`config.mk`:
```
export PLATFORM = sky130hd
export DESIGN_NAME = jtag_master
export DESIGN_NICKNAME = d
export VERILOG_FILES = /design/src/rtl/jtag_master.sv
export SDC_FILE = /design/constraint.sdc
export NUM_CORES = 1
export LEC_CHECK = 0
export BUFFER_PORTS_ARGS = -buffer_cell sky130_fd_sc_hd__buf_4
export CAP_MARGIN = 20
export CELL_PAD_IN_SITES_DETAIL_PLACEMENT = 1
export CELL_PAD_IN_SITES_GLOBAL_PLACEMENT = 1
export CORE_MARGIN = 1.5
export CORE_UTILIZATION = 35
export DETAILED_ROUTE_END_ITERATION = 8
export PLACE_DENSITY = 0.65
export SYNTH_ARGS = -nofsm -noshare
export SYNTH_HDL_FRONTEND = slang
export SYNTH_SLANG_ARGS = --single-unit
export TNS_END_PERCENT = 5
```
`constraint.sdc`:
```
create_clock -name clk -period 3.9 [get_ports clk]
set_input_delay 0.195 -clock clk [delete_from_list [all_inputs] [get_ports clk]]
set_output_delay 0.195 -clock clk [all_outputs]
set_load 0.1 [all_outputs]
```
`src/rtl/jtag_master.sv`:
```
// JTAG master: runs TAP reset, IR/DR scans and idle clocks from a single command,
// generating TCK/TMS/TDI from the system clock and capturing TDO on each TCK rise.
module jtag_master #(
    parameter int HALF_PERIOD = 2
) (
    input  logic        clk,
    input  logic        rst,
    input  logic        cmd_valid,
    output logic        cmd_ready,
    input  logic [1:0]  cmd_type,
    input  logic [5:0]  cmd_len,
    input  logic [31:0] cmd_data,
    output logic        rsp_valid,
    output logic [31:0] rsp_data,
    output logic        rsp_err,
    output logic        busy,
    output logic        TCK,
    output logic        TMS,
    output logic        TDI,
    input  logic        TDO
);

    localparam logic [8:0] PH_RISE = 9'(HALF_PERIOD - 1);
    localparam logic [8:0] PH_FALL = 9'(2 * HALF_PERIOD - 1);

    typedef enum logic [1:0] {IDLE, RUN, DONE} state_t;
    typedef enum logic [1:0] {T_RESET, T_IR, T_DR, T_IDLE} cmd_t;

    state_t      state_q, state_n;
    cmd_t        typ_q, typ_n;
    logic [5:0]  len_q, len_n;
    logic [31:0] data_q, data_n;
    logic [31:0] cap_q, cap_n;
    logic [31:0] rsp_data_q, rsp_data_n;
    logic        rsp_err_q, rsp_err_n;
    logic        ready_q, ready_n;
    logic        tck_q, tck_n;
    logic        tms_q, tms_n;
    logic        tdi_q, tdi_n;
    logic        first_q, first_n;
    logic [8:0]  ph_q, ph_n;
    logic [6:0]  bit_q, bit_n;
    logic [6:0]  len7, pre, nbits;
    logic        cmd_err;

    function automatic logic in_shift(input cmd_t t, input logic [6:0] p,
                                      input logic [6:0] l, input logic [6:0] b);
        return ((t == T_IR) || (t == T_DR)) && (b >= p) && (b < p + l);
    endfunction

    // Bit b of the whole sequence: preamble, shift bits (last one exits Shift), then Update -> Idle.
    function automatic logic tms_at(input cmd_t t, input logic [6:0] p,
                                    input logic [6:0] l, input logic [6:0] b);
        logic [6:0] post;
        post = p + l;
        case (t)
            T_RESET: return b < 7'd5;
            T_IR, T_DR: begin
                if (b < p)         return (b == 7'd0) || ((t == T_IR) && (b == 7'd1));
                else if (b < post) return b == post - 7'd1;
                else               return b == post;
            end
            default: return 1'b0;
        endcase
    endfunction

    function automatic logic tdi_at(input cmd_t t, input logic [6:0] p, input logic [6:0] l,
                                    input logic [6:0] b, input logic [31:0] d);
        return in_shift(t, p, l, b) ? d[5'(b - p)] : 1'b0;
    endfunction

    always_comb begin
        len7 = {1'b0, len_q};
        case (typ_q)
            T_IR:    begin pre = 7'd4; nbits = len7 + 7'd6; end
            T_DR:    begin pre = 7'd3; nbits = len7 + 7'd5; end
            T_RESET: begin pre = 7'd0; nbits = 7'd6;        end
            default: begin pre = 7'd0; nbits = len7;        end
        endcase
        cmd_err = (typ_q != T_RESET) && ((len_q == 6'd0) || (len_q > 6'd32));
    end

    always_ff @(posedge clk or negedge rst) begin
        if (!rst) begin
            state_q    <= IDLE;
            typ_q      <= T_RESET;
            len_q      <= '0;
            data_q     <= '0;
            cap_q      <= '0;
            rsp_data_q <= '0;
            rsp_err_q  <= 1'b0;
            ready_q    <= 1'b0;
            tck_q      <= 1'b0;
            tms_q      <= 1'b1;
            tdi_q      <= 1'b0;
            first_q    <= 1'b0;
            ph_q       <= '0;
            bit_q      <= '0;
        end else begin
            state_q    <= state_n;
            typ_q      <= typ_n;
            len_q      <= len_n;
            data_q     <= data_n;
            cap_q      <= cap_n;
            rsp_data_q <= rsp_data_n;
            rsp_err_q  <= rsp_err_n;
            ready_q    <= ready_n;
            tck_q      <= tck_n;
            tms_q      <= tms_n;
            tdi_q      <= tdi_n;
            first_q    <= first_n;
            ph_q       <= ph_n;
            bit_q      <= bit_n;
        end
    end

    always_comb begin
        state_n    = state_q;
        typ_n      = typ_q;
        len_n      = len_q;
        data_n     = data_q;
        cap_n      = cap_q;
        rsp_data_n = rsp_data_q;
        rsp_err_n  = rsp_err_q;
        tck_n      = tck_q;
        tms_n      = tms_q;
        tdi_n      = tdi_q;
        first_n    = first_q;
        ph_n       = ph_q;
        bit_n      = bit_q;
        unique case (state_q)
            IDLE: begin
                tck_n = 1'b0;
                tdi_n = 1'b0;
                if (cmd_valid && ready_q) begin
                    state_n = RUN;
                    typ_n   = cmd_t'(cmd_type);
                    len_n   = cmd_len;
                    data_n  = cmd_data;
                    cap_n   = '0;
                    first_n = 1'b1;
                    ph_n    = '0;
                    bit_n   = '0;
                end
            end
            RUN: begin
                // The cycle after acceptance only decodes the command and presents bit 0.
                if (first_q) begin
                    first_n = 1'b0;
                    if (cmd_err) begin
                        state_n    = DONE;
                        rsp_err_n  = 1'b1;
                        rsp_data_n = '0;
                    end else begin
                        tms_n = tms_at(typ_q, pre, len7, 7'd0);
                        tdi_n = tdi_at(typ_q, pre, len7, 7'd0, data_q);
                        ph_n  = '0;
                    end
                end else begin
                    ph_n = ph_q + 9'd1;
                    if (ph_q == PH_RISE) begin
                        tck_n = 1'b1;
                        if (in_shift(typ_q, pre, len7, bit_q))
                            cap_n[5'(bit_q - pre)] = TDO;
                    end
                    if (ph_q == PH_FALL) begin
                        tck_n = 1'b0;
                        ph_n  = '0;
                        if (bit_q == nbits - 7'd1) begin
                            state_n    = DONE;
                            tdi_n      = 1'b0;
                            rsp_data_n = cap_q;
                            rsp_err_n  = 1'b0;
                        end else begin
                            bit_n = bit_q + 7'd1;
                            tms_n = tms_at(typ_q, pre, len7, bit_q + 7'd1);
                            tdi_n = tdi_at(typ_q, pre, len7, bit_q + 7'd1, data_q);
                        end
                    end
                end
            end
            DONE:    state_n = IDLE;
            default: state_n = IDLE;
        endcase
    end

    assign ready_n   = (state_n == IDLE);
    assign cmd_ready = ready_q;
    assign busy      = (state_q != IDLE);
    assign rsp_valid = (state_q == DONE);
    assign rsp_data  = rsp_data_q;
    assign rsp_err   = rsp_err_q;
    assign TCK       = tck_q;
    assign TMS       = tms_q;
    assign TDI       = tdi_q;

endmodule

```
# After elaboration in Yosys (flattened, before gate mapping)

Index checks and enable logic that the tools add are counted.

Muxes and demuxes: 61
Equal/unequal tests: 22
Reduce and logical (&&, ||, !) cells: 35
Add/sub/neg operators: 10
Order comparisons: 14

Operators by type and width:

| kind                                                                  | count |
|---|---|
| 32-bit two-way mux                                                    | 8 |
| 32-bit case mux with 2 select lines                                   | 1 |
| 9-bit two-way mux                                                     | 4 |
| 32-bit bitwise mux                                                    | 1 |
| 7-bit two-way mux                                                     | 4 |
| 1-bit two-way mux                                                     | 25 |
| 7-bit equality test                                                   | 3 |
| 7-bit logical NOT                                                     | 3 |
| 7-bit case mux with 3 select lines                                    | 1 |
| 5-bit by 6-bit < comparator with 1-bit output (second input constant) | 3 |
| 9-bit case mux with 2 select lines                                    | 1 |
| 2-bit != test (second input constant)                                 | 8 |
| 6-bit by 3-bit adder with 7-bit output (second input constant)        | 2 |
| 7-bit by 3-bit >= comparator with 1-bit output                        | 2 |
| 1-bit by 7-bit < comparator with 1-bit output (first input constant)  | 2 |
| 7-bit < comparator                                                    | 2 |
| 7-bit case mux with 2 select lines                                    | 1 |
| 7-bit by 1-bit subtractor with 7-bit output (second input constant)   | 2 |
| 1-bit binary-select mux with 5-bit select                             | 2 |
| 1-bit logical AND                                                     | 10 |
| 2-bit two-way mux                                                     | 5 |
| 1-bit case mux with 2 select lines                                    | 5 |
| 5-bit AND reduction                                                   | 2 |
| 2-bit nonzero test                                                    | 5 |
| other kinds (27)                                                      | 40 |

Logic and storage cells: 156
Bits in registers: 128
Input port bits: 44
Output and inout bits: 39

# Longest topological paths before layout

Depth after elaboration: 12
Gate-level depth with buffers: 18

# Worst setup path after synthesis

Ideal clock, no wire load.

Path type: register -> register
Start point: register typ_q[0]
End point: register cap_q[18]
Data arrival time: 3.518 ns
Setup slack: 0.245 ns
Path buffers: 2
Stages on the path, launching flop included: 18
Setup time: 0.137 ns
Path through: dfrtp_1 inv_1 ha_1 buf_2 xor2_1 ha_1 a21oi_1 xor2_1 ha_1 o21a_1 o21a_1 o21a_1 o21a_1 o21ai_0 a41o_1 clkbuf_1 nand4_1 mux2i_1

Longest elaborated chain between the ends: 12
Elaborated cells between the ends (all ways): 22

RTL lines:

| element                                                                                                                               | line   | RTL |
|---|---|---|
| from (decl)                                                                                                                           | 30     | `cmd_t typ_q, typ_n;` |
| from (signal assigned)                                                                                                                | 101    | `typ_q <= typ_n;` |
| 2-bit equality test or 2-bit by 1-bit equality test with 1-bit output (tied branches)                                                 | 48, 74 |  |
| 3-bit case mux with 2 select lines                                                                                                    | 74     | `case (typ_q)` |
| 5-bit subtractor                                                                                                                      | 164    | `cap_n[5'(bit_q - pre)] = TDO;` |
| 5-bit by 6-bit < comparator with 1-bit output (implied by the code) or 5-bit by 1-bit >= comparator with 1-bit output (tied branches) | 164    |  |
| 1-bit logical AND (implied by the code)                                                                                               | 164    |  |
| 1-bit two-way mux (implied by the code)                                                                                               | 164    |  |
| 1-bit demux with 5-bit select                                                                                                         | 164    |  |
| 32-bit bitwise mux                                                                                                                    | 164    |  |
| 32-bit two-way mux                                                                                                                    | 163    | `if (in_shift(typ_q, pre, len7, bit_q))` |
| 32-bit two-way mux                                                                                                                    | 161    | `if (ph_q == PH_RISE) begin` |
| 32-bit two-way mux                                                                                                                    | 148    | `if (first_q) begin` |
| 32-bit case mux with 2 select lines                                                                                                   | 131    | `unique case (state_q)` |
| to (signal assigned)                                                                                                                  | 104    | `cap_q <= cap_n;` |
| to (decl)                                                                                                                             | 33     | `logic [31:0] cap_q, cap_n;` |

Several ways; a longest one is shown, not always the timed one. The select of a mux whose other input is x is not followed.
A chain may end at the register's enable or synchronous reset.

# Worst setup path in the final report

Start point: register typ_q[0]
End point: register tms_q (netlist: TMS)

Longest elaborated chain between the ends: 11
Elaborated cells between the ends (all ways): 35

RTL lines:

| element                                                                               | line       | RTL |
|---|---|---|
| 2-bit equality test or 2-bit by 1-bit equality test with 1-bit output (tied branches) | 56, 74, 59 |  |
| 3-bit case mux with 2 select lines                                                    | 74         |  |
| 7-bit by 6-bit adder with 7-bit output                                                | 55         | `post = p + l;` |
| 7-bit by 1-bit subtractor with 7-bit output                                           | 60         | `else if (b < post) return b == post - 7'd1;` |
| 7-bit equality test                                                                   | 60         |  |
| 1-bit two-way mux                                                                     | 60         |  |
| 1-bit two-way mux                                                                     | 59         | `if (b < p) return (b == 7'd0) \|\| ((t == T_IR) && (b == 7'd1));` |
| 1-bit case mux with 2 select lines                                                    | 56         | `case (t)` |
| 1-bit two-way mux                                                                     | 169        | `if (bit_q == nbits - 7'd1) begin` |
| 1-bit two-way mux                                                                     | 166        | `if (ph_q == PH_FALL) begin` |
| 1-bit two-way mux                                                                     | 148        |  |
| to (signal assigned)                                                                  | 109        | `tms_q <= tms_n;` |
| to (decl)                                                                             | 38         | `logic tms_q, tms_n;` |

Several ways; a longest one is shown, not always the timed one. The select of a mux whose other input is x is not followed.

==> results.cfg <==
[timing]
fin_ws_ns = 0.1054
layout_min_cycle_time_ns = 3.795
fmax_mhz = 263.5
setup_viol = 0
finClkSkew_ns = 0.01106
slew_viol_final = 0
worst_pin_slew_ns = 1.025
rsz0062_at_grt = yes
finalHoldViolCount = 0
setup-tns-final_ns = 0
slew_headroom = 0.3164
fin_crit_sh = 0.9730

[route]
vias_per_cell = 5.283
ant_nets = 0
vias = 6260
firstDrtPassIters = 4
wl_per_cell_um = 18.48
drc_errors = 0
drt-initial-drc-count = 258
wl_um = 21890

[logic_synthesis]
ys_seq_area_frac = 0.4374
synthAdderAreaFrac = 0.06593
ys_async_sr_fraction = 1.000
synthMuxAreaShare = 0.08506
yosys.area.top_type = dfrtp_1
synth_ff_type = dfrtp_1
synth_top_family_by_area = simple AND/OR/NAND/NOR gates
yosysMostFrequentCell = nand2_1
yosys_warnings = 0
synth_cell_types = 61
synthDominantCellAreaShare = 0.4338
syn_avg_cell_area_sq_um = 9.440
synth_xor_area_frac = 0.04065
syn_area_sq_um = 7326
synth.area.top_cells = dfrtp_1 43%, nand2_1 9.1%, ha_1 6.3%
synth_edf_count = 0
synth_cells = 776
synth_nets = 858
synth-compound-area-share = 0.1337
synthTopCellsByCount = 177 x nand2_1, 127 x dfrtp_1, 44 x nand3_1
synthSimpleGateAreaFrac = 0.1980
ys_ff_latch = 128

[grt]
antenna_found_initial = 0
grt_max_degree = 79
overflow = 0
grt_pass1_wl_um = 36100
grt_pass1_vias = 6950
grt_usage = 0.2100

[power]
power_mw = 8.389
vdd_drop_max_mv = 0.3457
p_per_area_nw_per_um2 = 891.9
p_leak_nw = 4.637

[worst_setup_path]
r2r-start = typ_q[0]
criticalPathCategory = reg -> reg
endpoint_kind = flop
crit_path_max_incr_delay_ns = 0.42
worst_path_max_delay_cell = dfrtp_1
crit_path_cell_trace = inv_1, ha_2, and2_1, ha_1, a211oi_1, nor2_1, xor2_1, inv_1, ha_1, a21o_1, a21o_1, a211oi_4, nand4_1, nor3_2, o221ai_1, o21ai_0, mux2_2
reg2reg_depth = 17
required_ns = 4.27
crit_arrival_ns = 4.17
critPathLaunchType = flop
critPathLaunch = typ_q[0]
crit_fanout = 8

[cts]
cts-htree-levels = 4
cts_tree = done
path_clk_slew_ns = 0.07
clock_sinks = 128
clockBufferDepth = 2
worstSkewPairLatency_ns = 0.42
cts_root_buf = clkbuf_16
numCtsBuffers = 17

[placement]
dp_hpwl_um = 15090
gp_congestion = 0.8371
post-place-ws_ns = -0.2687
io_buffers = 82
place_area_sq_um = 8290

[cells_and_area]
final.fill_count = 2273
antenna_cells = 0
drive_gt1_frac = 0.1956
postLayoutCellArea_sq_um = 9405
nets = 984
area_growth_pct = 28.39
utilization = 0.4618

[worst_hold_path]
hp-class = in -> reg
whs_path_depth = 5
worstHoldStart = cmd_valid

[status]
status = completed

[run]
maxCapViolCount = 0

[floorplan]
dieArea_sq_um = 21810
std_cell_rows = 52
ios = 83
core-area_sq_um = 20360
start_util = 0.3597
die_y_um = 147.7
die_w_um = 147.7
-- repair_timing --
action                                  in CTS  in global routing
gates resized for setup                      6                  7
hold buffers                                41                  0
setup buffers                                0                  2
hold endpoints to repair                    87                  0
pin swaps                                    0                  2
endpoints found under the setup margin       1                 65
-- sequential cells by signal (all words and copies together) (netlist names) --
register and flops:
cap_q 32, cmd_ready 1, len_q 6, data_q 32
rsp_data 32, TDI 1, bit_q 7, typ_q 2
TMS 1, rsp_err 1, ph_q 9, state_q 2
first_q 1, TCK 1
-- critical path: cells and delay by family (launching register included) --
kind	cells	cell delay (ns)
XOR/XNOR	1	0.23
multiplexers	1	0.18
AND/OR/NAND/NOR	4	0.74
AO/OA/AOI/OAI	6	1.05
flip-flops	1	0.42
adder cells (fa/ha/maj)	3	0.82
buffers and inverters	2	0.29
-- cell type report --
cell class	count	area (sq um)	share of cell area
Clock buffer	19	452.9	0.04816
Clock inverter	13	152.6	0.01623
Tap cell	270	337.8	0.03592
Inverter	23	86.33	0.009179
Sequential cell	128	3204	0.3407
Timing Repair Buffer	151	1256	0.1336
Multi-Input combinational cell	581	3915	0.4163
-- power breakdown --
part	switching (mW)	leakage, nW	internal (mW)	total, mW
logic	2.85	2.64	1.90	4.75
registers	0.315	1.71	1.68	2.00
clock network	0.650	0.293	0.989	1.64
-- metrics by stage --
stage	hold slack, ns	cells
6_report	0.3391	1185
5_1_grt	0.3581	1185
4_1_cts	0.3300	1182
3_5_place_dp	0.3933	1109
3_3_place_gp	0.3860	1109
2_1_floorplan	-0.1006	776
-- cell families after synthesis --
group / count (synthesis)
buffers and inverters: 67
muxes: 52
xor gates and xnor gates: 34
DFF: 128
and+or+nand+nor: 320
AOI/OAI and AO/OA: 137
adders and majority gates: 38
-- path summary, 6_finish.rpt --
check                      slack [ns]         end
max in group asynchronous        2.42         TCK
min in group asynchronous        0.46  data_q[11]
hold / removal                   0.34   data_q[1]
hold reg to reg                  0.47   data_q[9]
setup / recovery                 0.11         TMS
setup reg to reg                 0.11         TMS
-- layout by cell type, fill, tap and decap left out, types with 3 or more instances in the layout --
cell / Yosys / layout
nand2_1: 177 / 177
dfrtp_1: 127 / 127
buf_4: 0 / 108
nand3_1: 44 / 43
mux2i_1: 42 / 42
dlygate4sd3_1: 0 / 41
o21ai_0: 38 / 38
a22o_1: 35 / 35
ha_1: 37 / 33
nor2_1: 27 / 26
inv_1: 21 / 21
xnor2_1: 20 / 19
clkbuf_16: 0 / 17
a21oi_1: 16 / 15
xor2_1: 14 / 14
nand4_1: 13 / 13
nor3_1: 12 / 11
and3_1: 10 / 10
o21a_1: 8 / 8
nor2b_1: 9 / 8
mux4_2: 8 / 8
a21o_1: 6 / 6
nand2b_1: 6 / 6
a211oi_1: 7 / 5
nor3b_1: 5 / 5
nor4_1: 4 / 4
o31ai_1: 4 / 4
inv_6: 0 / 4
and2_1: 3 / 3
ha_2: 0 / 3
clkinv_4: 0 / 3
-- layer usage --
metal	GRT usage	wire, um
met3	0.04074	803
met5	0	0
met1	0.2616	9762
met4	0.05400	293
met2	0.3715	11030
Power figures use the tool's default switching activity.
